==> src/rtl/boolean_expression_prio.sv <==
// Registered 16-to-4 priority encoder with valid flag.
// LSB_PRIORITY selects whether the lowest or highest set bit wins.
module boolean_expression_prio #(
  parameter int LSB_PRIORITY = 0
) (
  input  logic        clk,
  input  logic        rst,
  input  logic        en,
  input  logic [15:0] D,
  output logic [3:0]  Y,
  output logic        valid
);

  logic [3:0] w_idx;
  logic       w_any;
  logic [3:0] r_y;
  logic       r_valid;

  assign w_any = |D;

  // Later loop iterations overwrite earlier ones, so scan order picks the winner
  generate
    if (LSB_PRIORITY != 0) begin : g_lsb
      always_comb begin
        w_idx = 4'd0;
        for (int i = 15; i >= 0; i--) begin
          if (D[i]) w_idx = 4'(i);
        end
      end
    end else begin : g_msb
      always_comb begin
        w_idx = 4'd0;
        for (int i = 0; i < 16; i++) begin
          if (D[i]) w_idx = 4'(i);
        end
      end
    end
  endgenerate

  always_ff @(posedge clk) begin
    if (rst) begin
      r_y     <= 4'd0;
      r_valid <= 1'b0;
    end else if (en) begin
      r_y     <= w_idx;
      r_valid <= w_any;
    end
  end

  assign Y     = r_y;
  assign valid = r_valid;

endmodule

==> config.mk <==
export PLATFORM = sky130hd
export DESIGN_NAME = boolean_expression_prio
export DESIGN_NICKNAME = d
export VERILOG_FILES = /design/src/rtl/boolean_expression_prio.sv
export SDC_FILE = /design/constraint.sdc
export NUM_CORES = 1
export LEC_CHECK = 0
export BUFFER_PORTS_ARGS = -buffer_cell sky130_fd_sc_hd__buf_2
export CORE_AREA = 3 3 40 42
export DETAILED_ROUTE_END_ITERATION = 7
export DIE_AREA = 0 0 43 45
export GPL_TIMING_DRIVEN = 0
export RECOVER_POWER = 25
export SETUP_SLACK_MARGIN = 0.02
export SYNTH_ARGS = -nofsm -noshare
export SYNTH_HDL_FRONTEND = slang
export SYNTH_SLANG_ARGS = --single-unit
==> constraint.sdc <==
create_clock -name clk -period 1.87 [get_ports clk]
set_input_delay 0.0935 -clock clk [delete_from_list [all_inputs] [get_ports clk]]
set_output_delay 0.0935 -clock clk [all_outputs]
set_load 0.1 [all_outputs]
* After elaboration in Yosys (flattened, before gate mapping)
Cells that the tools add are included.
** Word-level totals
- Register bits :: 5
- Latch bits :: 0
- RAM bits :: 0
- Memory bits (read-only) :: 0
- Memories :: 0
** Cells by class
- $add $sub $neg :: 0
- Multipliers :: 0
- Div/mod/pow operators :: 0
- $lt $le $gt $ge :: 0
- Equal/unequal tests :: 0
- Shift operators :: 0
- Mux-type cells :: 15
- Bitwise logic cells :: 0
- Reductions and logical operators :: 1
** Operators with widths (number)
- $mux W4 :: 14
- $reduce_or A16 Y1 :: 1
- $mux W1 :: 1

* Depth between registers and ports, before layout
- Depth after elaboration :: 15
- Gate-level depth with buffers :: 4

* Least setup slack after synthesis
OpenSTA, ideal clock, no wires.
- Path type :: register to register
- Start :: register Y[0] (netlist name)
- End :: register r_y[0] (netlist: Y[0])
- Library setup time :: 0.076 ns
- Arrival time :: 1.431 ns
- Data required time :: 1.794 ns
- Path slack :: 0.362 ns
- Stages on the path, launching flop included :: 5
- Buffers on the path :: 0
- Clock period less this slack :: 1.508 ns
- Cells stage by stage :: dfxtp_1 > o21bai_1 > nor3_1 > o21ai_1 > o22ai_1
** RTL lines
- end signal, assigned :: line 45 : r_y <= w_idx;
- end, declared :: line 16 : logic [3:0] r_y;

* Final worst setup path
- Start :: register r_y[0] (netlist: Y[0])
- End :: output port Y[0]
** RTL lines
- end, declared :: line 10 : output logic [3:0] Y,
No word-level cell between the ends.

==> results.json <==
{
  "synthTopCellsByArea": "dfxtp_1 33%, nor2_1 11%, nor4_1 6.2%",
  "worstPathRequired_ps": 1780,
  "via_per_inst": 4.92,
  "synth_most_common_cell": "nor2_1",
  "ys_async_sr_fraction": 0,
  "finalSetupViolCount": 0,
  "power_leakage_nw": 0.213,
  "mappedNetlistArea_um2": 303,
  "path_buf_inv": 1,
  "cts_sinks": 5,
  "dr.pass1.iters": 2,
  "grt-ovfl-total": 0,
  "die-area_um2": 1940,
  "fin_crit_ps": 1090,
  "final_antenna_net_count": 0,
  "met2_usage": 0.147,
  "syn_nets": 60,
  "coreArea_um2": 1280,
  "slew_violations": 0,
  "critPathTopFamily": "buffers and inverters",
  "max_freq_ghz": 0.916,
  "clockBufferDepth": 2,
  "area_growth_pct": 50.8,
  "crit_path_max_fanout": 2,
  "final_hold_viol_count": 0,
  "hp-start": "rst",
  "arrival_ps": 1000,
  "drive_gt1_frac": 0.368,
  "tightestPinTransition_ps": 485,
  "timing_worst_setup_path_type": "flop to output port",
  "io_buffers": 23,
  "critPathLaunch": "Y[0]",
  "dr.first_iter.drc_count": 5,
  "use_met3": 0.0319,
  "grt_use_met1": 0.149,
  "ctsResizeCount": 0,
  "outcome": "finished clean",
  "post-route-util": 0.355,
  "holdBufCountCts": 0,
  "skew_ps": 0,
  "post_cts_buffers": 0,
  "ctsRootBufferMaster": "clkbuf_4",
  "htreeDepth": 1,
  "grt_pass1_vias": 370,
  "n_antenna_cell": 0,
  "busiest_layer": "met1",
  "r2r_start": "Y[0]",
  "slowest_delay_ps": 430,
  "crit_chain": "buf_2",
  "tns_ps": 0,
  "yosysTopAreaCellShare": 0.331,
  "antenna_found_initial": 0,
  "grt_pass1_wl_mm": 1.58,
  "wirelength_um": 914,
  "clk_pin_slew_ps": 40,
  "cts_tree": "yes",
  "ir_drop_mv": 0.144,
  "cpMaxStageDelayCell": "buf_2",
  "drv_cap": 0,
  "synth-edff-count": 0,
  "cts_buffers": 3,
  "die_width_um": 43,
  "netlist_instances": 41,
  "synth_common_cells": "9 x nor2_1, 5 x dfxtp_1, 3 x inv_1, 3 x nor3_1, 3 x nor4_1",
  "ys_ff_latch": 5,
  "crit_path_start_kind": "flop",
  "min_path_type": "input pin to flop",
  "yosysTopAreaCell": "dfxtp_1",
  "period_share": 0.583,
  "grt_max_degree": 8,
  "rows": 13,
  "ios": 24,
  "drc_errors": 0,
  "grt_usage": 0.114,
  "die_h_um": 45,
  "p_per_area_nw_per_um2": 809,
  "syn_avg_cell_area_um2": 7.39,
  "crit_path_end_kind": "output port",
  "ys_types": 21,
  "synthFlopType": "dfxtp_1",
  "place_congestion": 0.691,
  "vias": 408,
  "avgRoutedWirePerCell_um": 11.0,
  "fin_nets": 88,
  "ys_seq_area_frac": 0.331,
  "finalPower_uw": 369,
  "relSlewSlack": 0.679,
  "synth_warnings": 0,
  "grt_setup_unrepaired": "false",
  "insertion_delay_ps": 240,
  "start_util": 0.236
}
-- power by group --
group	switching, mW	internal [mW]	total (mW)	leakage [nW]
Sequential	0.00392	0.116	0.120	0.0419
Combinational	0.0916	0.0309	0.123	0.157
Clock	0.0464	0.0808	0.127	0.0150
Total	0.142	0.227	0.369	0.213
-- metal layers --
metal	share of wire	routed length, µm
met5	0	0
met4	0.037	34
met3	0.11	103
met2	0.36	333
met1	0.48	442
-- path summary, 6_finish.rpt --
path         endpoint  cells after the start  slack [ps]
max              Y[0]                      1         780
min             valid                      2          80
max reg2reg      Y[0]                      4         970
min reg2reg      Y[3]                      2         470
-- cell type report --
class | count | area, µm²
inverter | 3 | 11.3
timing repair buffer | 23 | 114
multi-input combinational | 33 | 186
fill | 147 | 828
sequential | 5 | 100
clock buffer | 4 | 26.3
tap | 15 | 18.8
-- stage by stage --
| step | instances | instance area, µm² | worst slack [ps] | hold slack (ps) |
|---|---|---|---|---|
| 3_3_place_gp | 79 | 437 | 698 | 329 |
| 4_1_cts | 83 | 463 | 764 | 74.7 |
| 2_1_floorplan | 41 | 303 | 362 | 166 |
| 6_report | 83 | 457 | 779 | 80.9 |
| 5_1_grt | 83 | 457 | 669 | 89.3 |
| 3_5_place_dp | 79 | 437 | 686 | 334 |
-- kinds of logic after synthesis --
| group | share of synthesized area |
|---|---|
| AO/OA/AOI/OAI | 0.260 |
| buffers and inverters | 0.0372 |
| flip-flops | 0.331 |
| AND/OR/NAND/NOR | 0.372 |
-- state kept, by name, indices dropped and copies added, names as in the netlist --
name   count
valid      1
Y          4
-- cells in the final DEF (no fill, tap or decap) --
master | synthesis | layout
buf_2 | 0 | 22
nor2_1 | 9 | 9
dfxtp_1 | 5 | 5
nor3_1 | 3 | 4
nor4_1 | 3 | 3
inv_1 | 3 | 3
clkbuf_4 | 0 | 3
a21oi_1 | 2 | 2
o21ai_1 | 2 | 2
clkbuf_1 | 0 | 2
or3b_1 | 1 | 1
nand2b_1 | 1 | 1
a211oi_1 | 1 | 1
o311ai_1 | 1 | 1
o21ai_0 | 1 | 1
a31oi_1 | 1 | 1
o21bai_1 | 1 | 1
a2111oi_0 | 1 | 1
nor2b_1 | 1 | 1
nor3b_1 | 1 | 1
o22ai_1 | 1 | 1
and2_1 | 1 | 1
a311oi_1 | 1 | 1
-- worst register-to-register path: stages (launching register included) --
cell and delay (ps):
dfxtp_1 330, o21bai_1 80, nor3_1 140, o21ai_1 90, o22ai_1 180
Note: power is estimated with default switching activity, not from simulation.
